**config.mk**
```make
export PLATFORM = sky130hd
export DESIGN_NAME = counter_step_ctrl
export DESIGN_NICKNAME = d
export VERILOG_FILES = /design/src/rtl/counter_ctrl_pkg.sv /design/src/rtl/counter_tick_gen.sv /design/src/rtl/counter_step_ctrl.sv
export SDC_FILE = /design/constraint.sdc
export NUM_CORES = 1
export LEC_CHECK = 0
export BUFFER_PORTS_ARGS = -buffer_cell sky130_fd_sc_hd__buf_4
export CAP_MARGIN = 25
export CORE_AREA = 2 2 66 68
export CTS_CLUSTER_SIZE = 20
export DETAILED_ROUTE_END_ITERATION = 6
export DIE_AREA = 0 0 68 70
export GPL_TIMING_DRIVEN = 0
export PLACE_DENSITY = 0.83
export SLEW_MARGIN = 15
export SYNTH_ARGS = -nofsm -noshare
export SYNTH_HDL_FRONTEND = slang
export SYNTH_SLANG_ARGS = --single-unit
```
**constraint.sdc**
```tcl
create_clock -name CLOCK -period 4.2 [get_ports CLOCK]
set_input_delay 1.05 -clock CLOCK [delete_from_list [all_inputs] [get_ports CLOCK]]
set_output_delay 1.05 -clock CLOCK [all_outputs]
set_load 0.03 [all_outputs]
```
**src/rtl/counter_ctrl_pkg.sv**
```systemverilog
// -----------------------------------------------------------------------------
// counter_ctrl_pkg
// Shared types and defaults for the LED step counter controller.
//   state_t    : controller FSM states (IDLE, PRESS, REPEAT)
//   cmd_t      : arbitrated button command (NONE, UP, DN)
//   DEF_*      : default parameter values used by counter_step_ctrl and
//                counter_tick_gen
//   cnt_w()    : safe counter width for a modulus (never below 1 bit)
//   decode_cmd : button pair -> command, both pressed counts as no command
//   step_pulse : direction + permission -> {step_dn, step_up} pulse pair
// -----------------------------------------------------------------------------
package counter_ctrl_pkg;

   typedef enum logic [1:0] {
      ST_IDLE   = 2'd0,
      ST_PRESS  = 2'd1,
      ST_REPEAT = 2'd2
   } state_t;

   typedef enum logic [1:0] {
      CMD_NONE = 2'd0,
      CMD_UP   = 2'd1,
      CMD_DN   = 2'd2
   } cmd_t;

   localparam int DEF_WIDTH        = 4;
   localparam int DEF_TICK_DIV     = 1250000;  // 10 ms at 125 MHz
   localparam int DEF_HOLD_TICKS   = 50;
   localparam int DEF_REPEAT_TICKS = 25;

   // Width of a counter holding 0..n-1; a 1-bit minimum keeps n == 1 legal.
   function automatic int cnt_w(input int n);
      return (n < 2) ? 1 : $clog2(n);
   endfunction

   // No priority between buttons: pressing both means "hold still".
   function automatic cmd_t decode_cmd(input logic up_btn, input logic dn_btn);
      if (up_btn && !dn_btn)      return CMD_UP;
      else if (dn_btn && !up_btn) return CMD_DN;
      else                        return CMD_NONE;
   endfunction

   // Returns {step_dn, step_up}; the two bits can never be set together.
   function automatic logic [1:0] step_pulse(input cmd_t d, input logic up_ok,
                                             input logic dn_ok);
      case (d)
         CMD_UP:  return {1'b0, up_ok};
         CMD_DN:  return {dn_ok, 1'b0};
         default: return 2'b00;
      endcase
   endfunction

endpackage

```
**src/rtl/counter_tick_gen.sv**
```systemverilog
// -----------------------------------------------------------------------------
// counter_tick_gen
// Free-running prescaler producing a one-cycle tick every TICK_DIV clocks.
//   CLOCK : system clock, posedge
//   RESET : synchronous, active-high; prescaler -> 0
//   tick  : high for exactly one cycle while the prescaler sits at TICK_DIV-1
// TICK_DIV must be >= 2.
// -----------------------------------------------------------------------------
module counter_tick_gen
   import counter_ctrl_pkg::*;
#(
   parameter int TICK_DIV = DEF_TICK_DIV
) (
   input  logic CLOCK,
   input  logic RESET,
   output logic tick
);

   localparam int PW = cnt_w(TICK_DIV);
   localparam logic [PW-1:0] LAST = PW'(TICK_DIV - 1);

   logic [PW-1:0] presc;

   assign tick = (presc == LAST);

   // NOTE: sequential state is assigned with <= so every flop samples the
   // pre-edge values, independent of statement order.
   always_ff @(posedge CLOCK) begin
      if (RESET)     presc <= '0;
      else if (tick) presc <= '0;
      else           presc <= presc + 1'b1;
   end

endmodule

```
**src/rtl/counter_step_ctrl.sv**
```systemverilog
// -----------------------------------------------------------------------------
// counter_step_ctrl
// Push-button controller for the LED up/down counter. Each press gives one
// immediate step; holding the button auto-repeats after a hold delay.
//   CLOCK   : single system clock, posedge
//   RESET   : synchronous, active-high; clears all state
//   BTN0    : count-up button (asynchronous, active-high)
//   BTN1    : count-down button (asynchronous, active-high)
//   STEP_UP : one-cycle pulse, count incremented on the following edge
//   STEP_DN : one-cycle pulse, count decremented on the following edge
//   LEDS    : current count value
//   BUSY    : high while the FSM is not IDLE
// Build option: define COUNTER_STEP_SATURATE_EN to clamp the count at
// 0 / 2^WIDTH-1 instead of wrapping; a blocked step emits no pulse.
// -----------------------------------------------------------------------------
module counter_step_ctrl
   import counter_ctrl_pkg::*;
#(
   parameter int WIDTH        = DEF_WIDTH,
   parameter int TICK_DIV     = DEF_TICK_DIV,
   parameter int HOLD_TICKS   = DEF_HOLD_TICKS,
   parameter int REPEAT_TICKS = DEF_REPEAT_TICKS
) (
   input  logic             CLOCK,
   input  logic             RESET,
   input  logic             BTN0,
   input  logic             BTN1,
   output logic             STEP_UP,
   output logic             STEP_DN,
   output logic [WIDTH-1:0] LEDS,
   output logic             BUSY
);

   localparam int HW = cnt_w(HOLD_TICKS);
   localparam int RW = cnt_w(REPEAT_TICKS);
   localparam logic [HW-1:0] HOLD_LAST = HW'(HOLD_TICKS - 1);
   localparam logic [RW-1:0] REP_LAST  = RW'(REPEAT_TICKS - 1);

   // ---------------------------------------------------------------- sync
   logic [1:0] sync0, sync1;
   logic       btn0_s, btn1_s;

   always_ff @(posedge CLOCK) begin
      if (RESET) begin
         sync0 <= '0;
         sync1 <= '0;
      end else begin
         sync0 <= {sync0[0], BTN0};
         sync1 <= {sync1[0], BTN1};
      end
   end

   assign btn0_s = sync0[1];
   assign btn1_s = sync1[1];

   // ---------------------------------------------------------------- tick
   logic tick;

   counter_tick_gen #(.TICK_DIV(TICK_DIV)) u_tick (
      .CLOCK (CLOCK),
      .RESET (RESET),
      .tick  (tick)
   );

   // ---------------------------------------------------------------- count
   logic [WIDTH-1:0] count_q, count_eff;
   logic             up_ok, dn_ok;
   cmd_t             cmd;

   assign cmd = decode_cmd(btn0_s, btn1_s);

   // count_eff already includes a pulse issued on the previous edge, so a
   // step decided right after another one sees the up-to-date value.
   // NOTE: always_comb assigns a default first so no path leaves the output
   // unassigned, which would otherwise infer a latch.
   always_comb begin
      count_eff = count_q;
      if (STEP_UP)      count_eff = count_q + WIDTH'(1);
      else if (STEP_DN) count_eff = count_q - WIDTH'(1);
   end

`ifdef COUNTER_STEP_SATURATE_EN
   assign up_ok = (count_eff != '1);
   assign dn_ok = (count_eff != '0);
`else
   assign up_ok = 1'b1;
   assign dn_ok = 1'b1;
`endif

   always_ff @(posedge CLOCK) begin
      if (RESET) count_q <= '0;
      else       count_q <= count_eff;
   end

   assign LEDS = count_q;

   // ---------------------------------------------------------------- FSM
   state_t         state;
   cmd_t           dir;
   logic [HW-1:0]  hold_cnt;
   logic [RW-1:0]  rep_cnt;

   // A change of cmd wins over a coincident tick: the exit branch is tested
   // first, so no step is issued in the cycle the button set changes.
   always_ff @(posedge CLOCK) begin
      if (RESET) begin
         state    <= ST_IDLE;
         dir      <= CMD_NONE;
         hold_cnt <= '0;
         rep_cnt  <= '0;
         STEP_UP  <= 1'b0;
         STEP_DN  <= 1'b0;
         BUSY     <= 1'b0;
      end else begin
         STEP_UP <= 1'b0;
         STEP_DN <= 1'b0;
         case (state)
            ST_IDLE: begin
               if (cmd != CMD_NONE) begin
                  dir                <= cmd;
                  hold_cnt           <= '0;
                  {STEP_DN, STEP_UP} <= step_pulse(cmd, up_ok, dn_ok);
                  state              <= ST_PRESS;
                  BUSY               <= 1'b1;
               end
            end
            ST_PRESS: begin
               if (cmd != dir) begin
                  state <= ST_IDLE;
                  BUSY  <= 1'b0;
               end else if (tick) begin
                  if (hold_cnt == HOLD_LAST) begin
                     {STEP_DN, STEP_UP} <= step_pulse(dir, up_ok, dn_ok);
                     rep_cnt            <= '0;
                     state              <= ST_REPEAT;
                  end else begin
                     hold_cnt <= hold_cnt + 1'b1;
                  end
               end
            end
            ST_REPEAT: begin
               if (cmd != dir) begin
                  state <= ST_IDLE;
                  BUSY  <= 1'b0;
               end else if (tick) begin
                  if (rep_cnt == REP_LAST) begin
                     {STEP_DN, STEP_UP} <= step_pulse(dir, up_ok, dn_ok);
                     rep_cnt            <= '0;
                  end else begin
                     rep_cnt <= rep_cnt + 1'b1;
                  end
               end
            end
            default: begin
               state <= ST_IDLE;
               BUSY  <= 1'b0;
            end
         endcase
      end
   end

endmodule

```
Yosys cells after proc, flatten, opt, wreduce, memory -nomap -nowiden:

Cells that the tools add are included.

* register bits: 47
* word-level logic and storage cells: 96

* $add $sub $neg: 5
* equal/unequal tests: 21
* mux-type cells: 43
* reduce and logical (&&, ||, !) cells: 16

Operators by type and width (count)
* $mux 5: 6
* $mux 6: 4
* $add 21x1->21 const B: 1
* $eq 21x21->1 const B: 1
* $mux 1: 16
* $ne 2x2->1 const B: 8
* $mux 2: 7
* $pmux 6 s2: 1
* $pmux 5 s2: 1
* $mux 4: 2
* $pmux 2 s2: 2
* $reduce_bool 2->1: 4
* $add 6x1->6 const B: 1
* $eq 2x1->1 const B: 3
* $eq 2x2->1 const B: 3
* $eq 6x6->1 const B: 1
* $ne 3x3->1 const B: 2
* $pmux 1 s3: 2
* $pmux 2 s3: 1
* $reduce_and 6->1: 1
* $add 5x1->5 const B: 1
* $eq 5x5->1 const B: 1
* $reduce_and 5->1: 1
* $add 4x1->4 const B: 1
* 10 further kinds: 14

Depth between registers and ports, before layout:

* depth in word-level cells: 8
* mapped depth: 8
* mapped depth without buffers: 7

Cells and area by module:

From an unflattened synthesis, not the netlist that was laid out.

* cells, all modules: 276
* area total of the unflattened synthesis: 2464.9 µm²

Modules (own cells, without submodules)
* counter_step_ctrl: instances 1, cells an instance 163, area each 1480.2 µm²
* counter_tick_gen: instances 1, cells an instance 113, area each 984.7 µm²

Worst setup path after synthesis:

No wires, ideal clock.

* path kind: input to register
* from: in RESET
* to: reg u_tick.presc[12]
* arrival: 1.816 ns
* required time: 4.072 ns
* slack: 2.256 ns
* stages: 5
* path through: clkbuf_1 > inv_1 > o21ai_0 > clkbuf_1 > nor2_1

* cells in the longest elaborated chain, start to end: 1

Ends and longest elaborated chain
* from (decl): RTL line counter_step_ctrl.sv:25 `input logic RESET,`
* $reduce_or 2->1 (no source line)
* to (signal assigned): RTL line counter_tick_gen.sv:31 `else presc <= presc + 1'b1;`
* to (decl): RTL line counter_tick_gen.sv:22 `logic [PW-1:0] presc;`

No other way between the ends.
A chain may end at the register's enable or synchronous reset.

Worst setup path in the final report:

* from: reg sync0[1]
* to: reg rep_cnt[2]

* cells in the longest elaborated chain, start to end: 7

Ends and longest elaborated chain
* from (decl): RTL line counter_step_ctrl.sv:40 `logic [1:0] sync0, sync1;`
* from (signal assigned): RTL line counter_step_ctrl.sv:48 `sync0 <= {sync0[0], BTN0};`
* $logic_not 1->1: RTL line counter_ctrl_pkg.sv:39 `else if (dn_btn && !up_btn) return CMD_DN;`
* $logic_and 1x1->1: RTL line counter_ctrl_pkg.sv:39
* $mux 2: RTL line counter_ctrl_pkg.sv:39
* $mux 2 *: RTL line counter_ctrl_pkg.sv:38 `if (up_btn && !dn_btn) return CMD_UP;`
* named net cmd[1]: RTL line counter_step_ctrl.sv:68 `cmd_t cmd;`
* $ne 2x2->1 *: RTL line counter_step_ctrl.sv:128, counter_step_ctrl.sv:142
* $ne 2x2->1 (no source line)
* $reduce_and 6->1 (no source line) *
* to (signal assigned): RTL line counter_step_ctrl.sv:150 `rep_cnt <= rep_cnt + 1'b1;`
* to (decl): RTL line counter_step_ctrl.sv:101 `logic [RW-1:0] rep_cnt;`

Mark *: on every way through the listed nets, which the timed path passes. The rest lies on a longest branch.

==> flow_summary_export.csv <==
group,metric,value,unit
placement,dpl-instance-area,2640,sq um
placement,routabilityCongestion,0.819,
synth,yosysWarnings,0,
cts,hold_buffers,0,
timing,period_needed,2.22,ns
critical_path,rr_worst_depth,8,
route,detail-route-antenna-nets,0,
synth,synth-edff-count,0,
route,wl_met3,142,um
critical_path,start_kind,"register",
timing,fin_setup_tns,0,ns
critical_path,crit_arrival,2.47,ns
final_layout,antennaDiodeCount,0,
timing,grt_setup_unrepaired,"false",
worst_hold_path,hold_depth,1,
final_layout,nets,330,
job,cap_viol_max_count,0,
cts,cts_resized,0,
synth,netlist_instances,294,
floorplan,fp-row-count,24,
synth,synth_area,2510,sq um
floorplan,core_area,4140,sq um
critical_path,r2r_slack,1.98,ns
critical_path,crit_required,4.44,ns
route,vias,2116,
floorplan,fp.dieArea,4760,sq um
timing,period_share,0.529,
power_and_ir_drop,pwr_density_cell,326,nW/um^2
cts,cts_tree,"done",
cts,post_cts_buffers,0,
route,viasPerCell,5.83,
power_and_ir_drop,p_leak,0.964,nW
worst_hold_path,hp-start,"u_tick.presc[0]$_SDFF_PP0_",
global_routing,grt_pass1_wl,8.40,mm
cts,numCtsBuffers,5,
floorplan,start_util,0.605,
timing,hold_violations,0,
critical_path,critical_path_class,"register to register",
floorplan,die_width,68,um
worst_hold_path,hold_path_end,"u_tick.presc[0]$_SDFF_PP0_",
synth,synth_area_leaders,"dfxtp_1 (38%), ha_1 (7.5%), xnor2_1 (5.6%)",
synth,ys_seq_elements,47,
placement,io_buffers,9,
route,route.detailed.drc,0,
route,drt-met1-wl,2.20,mm
route,dr.pass1.iters,4,
timing,fmax,450,MHz
route,drt_wl_total,4.96,mm
timing,timing.slew.headroom,0.617,
cts,clkSinkCount,47,
timing,max_slew.worst_pin.slew,0.574,ns
cts,clkSlewWorstSetupHoldPaths,0.09,ns
timing,setup_ws,1.98,ns
synth,synth_nets,314,
route,wire_per_inst,13.7,um
final_layout,drive_above_1_share,0.0900,
cts,clock_path_buffers,2,
synth,ys_seq_area_frac,0.375,
critical_path,path_max_fanout,10,
synth,synth_common_cells,"dfxtp_1 (47), nor2_1 (35), nand2_1 (22)",
placement,dpl.cell_count,355,
timing,setup_violations,0,
synth,yosys.area.top_type_share,0.375,
final_layout,nFillCells,336,
cts,clk_root_buffer_cell,"clkbuf_8",
synth,synth_top_area_cell,"dfxtp_1",
global_routing,grt_max_degree,17,
final_layout,instances_no_fill,363,
cts,htreeDepth,2,
global_routing,overflow,0,
synth,synthFlopType,"dfxtp_1",
synth,synth_most_common_cell,"dfxtp_1",
power_and_ir_drop,peakVddDrop,233,uV
placement,post-place-ws,1.85,ns
global_routing,grt_pass1_vias,1969,
cts,clkLatencyLatePin,0.31,ns
final_layout,design_area,2760,sq um
critical_path,r2r_start,"sync0[1]$_SDFF_PP0_",
placement,hpwl,3.53,mm
route,met2WireLength,2.48,mm
timing,clock_skew,0.00656,ns
critical_path,worst_setup_path_end_kind,"register",
synth,syn_avg_cell_area,8.53,sq um
route,initialDrtViolationCount,72,
floorplan,die_h,70,um
status,status,"complete, no violations",
global_routing,antenna_found_initial,0,
floorplan,io_pins,11,
final_layout,syn2layout_area_growth,9.93,%
critical_path,reg2reg_to,"rep_cnt[2]$_SDFFE_PP0P_",
timing,finalMaxSlewViolations,0,
synth,synthArstFlopShare,0,
worst_hold_path,hp-class,"register to register",
power_and_ir_drop,finalPower,0.898,mW
route,top_layer,"met4",
global_routing,grtUsageTotal,0.227,
synth,synth_cell_types,49,
[cell families after synthesis]
kind of cell / share of synthesized area
simple gates: 0.298
flops: 0.375
compound gates: 0.106
buf+inv: 0.0444
xor+xnor: 0.0768
fa+ha+maj: 0.0828
mux: 0.0165
[worst max-delay path by stage]
stage,to,slack [ns],from,depth (start not counted)
2_1_floorplan,u_tick.presc[12]$_SDFF_PP0_,2.26,RESET,5
3_3_place_gp,u_tick.presc[20]$_SDFF_PP0_,1.90,RESET,5
3_5_place_dp,u_tick.presc[12]$_SDFF_PP0_,1.85,RESET,5
4_1_cts,rep_cnt[2]$_SDFFE_PP0P_,2.02,sync0[1]$_SDFF_PP0_,8
5_1_grt,rep_cnt[2]$_SDFFE_PP0P_,1.87,sync1[1]$_SDFF_PP0_,8
6_report,rep_cnt[2]$_SDFFE_PP0P_,1.98,sync0[1]$_SDFF_PP0_,8
[power by group]
part           switching [mW]  internal, mW
registers             0.00798         0.455
logic                  0.0587        0.0338
clock network           0.162         0.180
total                   0.229         0.669
[flip-flops by register name (all words and copies together), names as in the netlist]
register / cells
STEP_DN: 1
rep_cnt: 5
sync0: 2
u_tick.presc: 21
STEP_UP: 1
hold_cnt: 6
dir: 2
LEDS: 4
BUSY: 1
sync1: 2
state: 2
[layout make-up]
class | instances | area, sq um | share of cell area
Sequential cell | 47 | 941 | 0.341
Inverter | 20 | 75.1 | 0.0272
Clock buffer | 5 | 68.8 | 0.0250
Buffer | 9 | 36.3 | 0.0132
Multi-Input combinational cell | 218 | 1460 | 0.528
Clock inverter | 3 | 47.5 | 0.0172
Tap cell | 52 | 65.1 | 0.0236
Timing Repair Buffer | 9 | 67.6 | 0.0245
[layer usage]
metal / global-route usage / vias up
met4: 0.109 / 0
met2: 0.386 / 35
li1: - / 1069
met1: 0.272 / 998
met5: 0 / -
met3: 0.0338 / 14
[placed cells by master, fill, tap and decap left out, drive strengths merged, types with 3 or more instances in the layout]
| cell type | netlist | routed |
|---|---|---|
| a211oi | 3 | 3 |
| a21oi | 13 | 13 |
| a31oi | 5 | 5 |
| and3 | 4 | 4 |
| and4 | 4 | 4 |
| buf | 2 | 11 |
| clkbuf | 7 | 12 |
| dfxtp | 47 | 47 |
| ha | 15 | 15 |
| inv | 20 | 21 |
| mux2i | 3 | 3 |
| nand2 | 22 | 22 |
| nand3 | 17 | 17 |
| nand4 | 7 | 7 |
| nand4b | 4 | 4 |
| nor2 | 36 | 36 |
| nor2b | 5 | 5 |
| nor3 | 12 | 12 |
| nor4 | 4 | 4 |
| o211ai | 3 | 3 |
| o21ai | 9 | 9 |
| or4 | 5 | 5 |
| xnor2 | 16 | 16 |
| xor2 | 6 | 6 |
[critical path, stage by stage, from the launching register on]
cell and delay [ns]:
dfxtp_1 0.39, inv_1 0.08, ha_1 0.22, xor2_1 0.18, nor2_2 0.17, buf_2 0.23
nand4_1 0.27, or4_1 0.47, a21oi_1 0.14
[per-stage QoR]
stage                util  hold slack, ns
floorplan               -           0.413
global placement    0.637           0.415
detailed placement  0.637           0.432
CTS                 0.665           0.447
global route        0.665           0.459
finish              0.665           0.440
No activity file was read; power rests on OpenSTA's default activity.
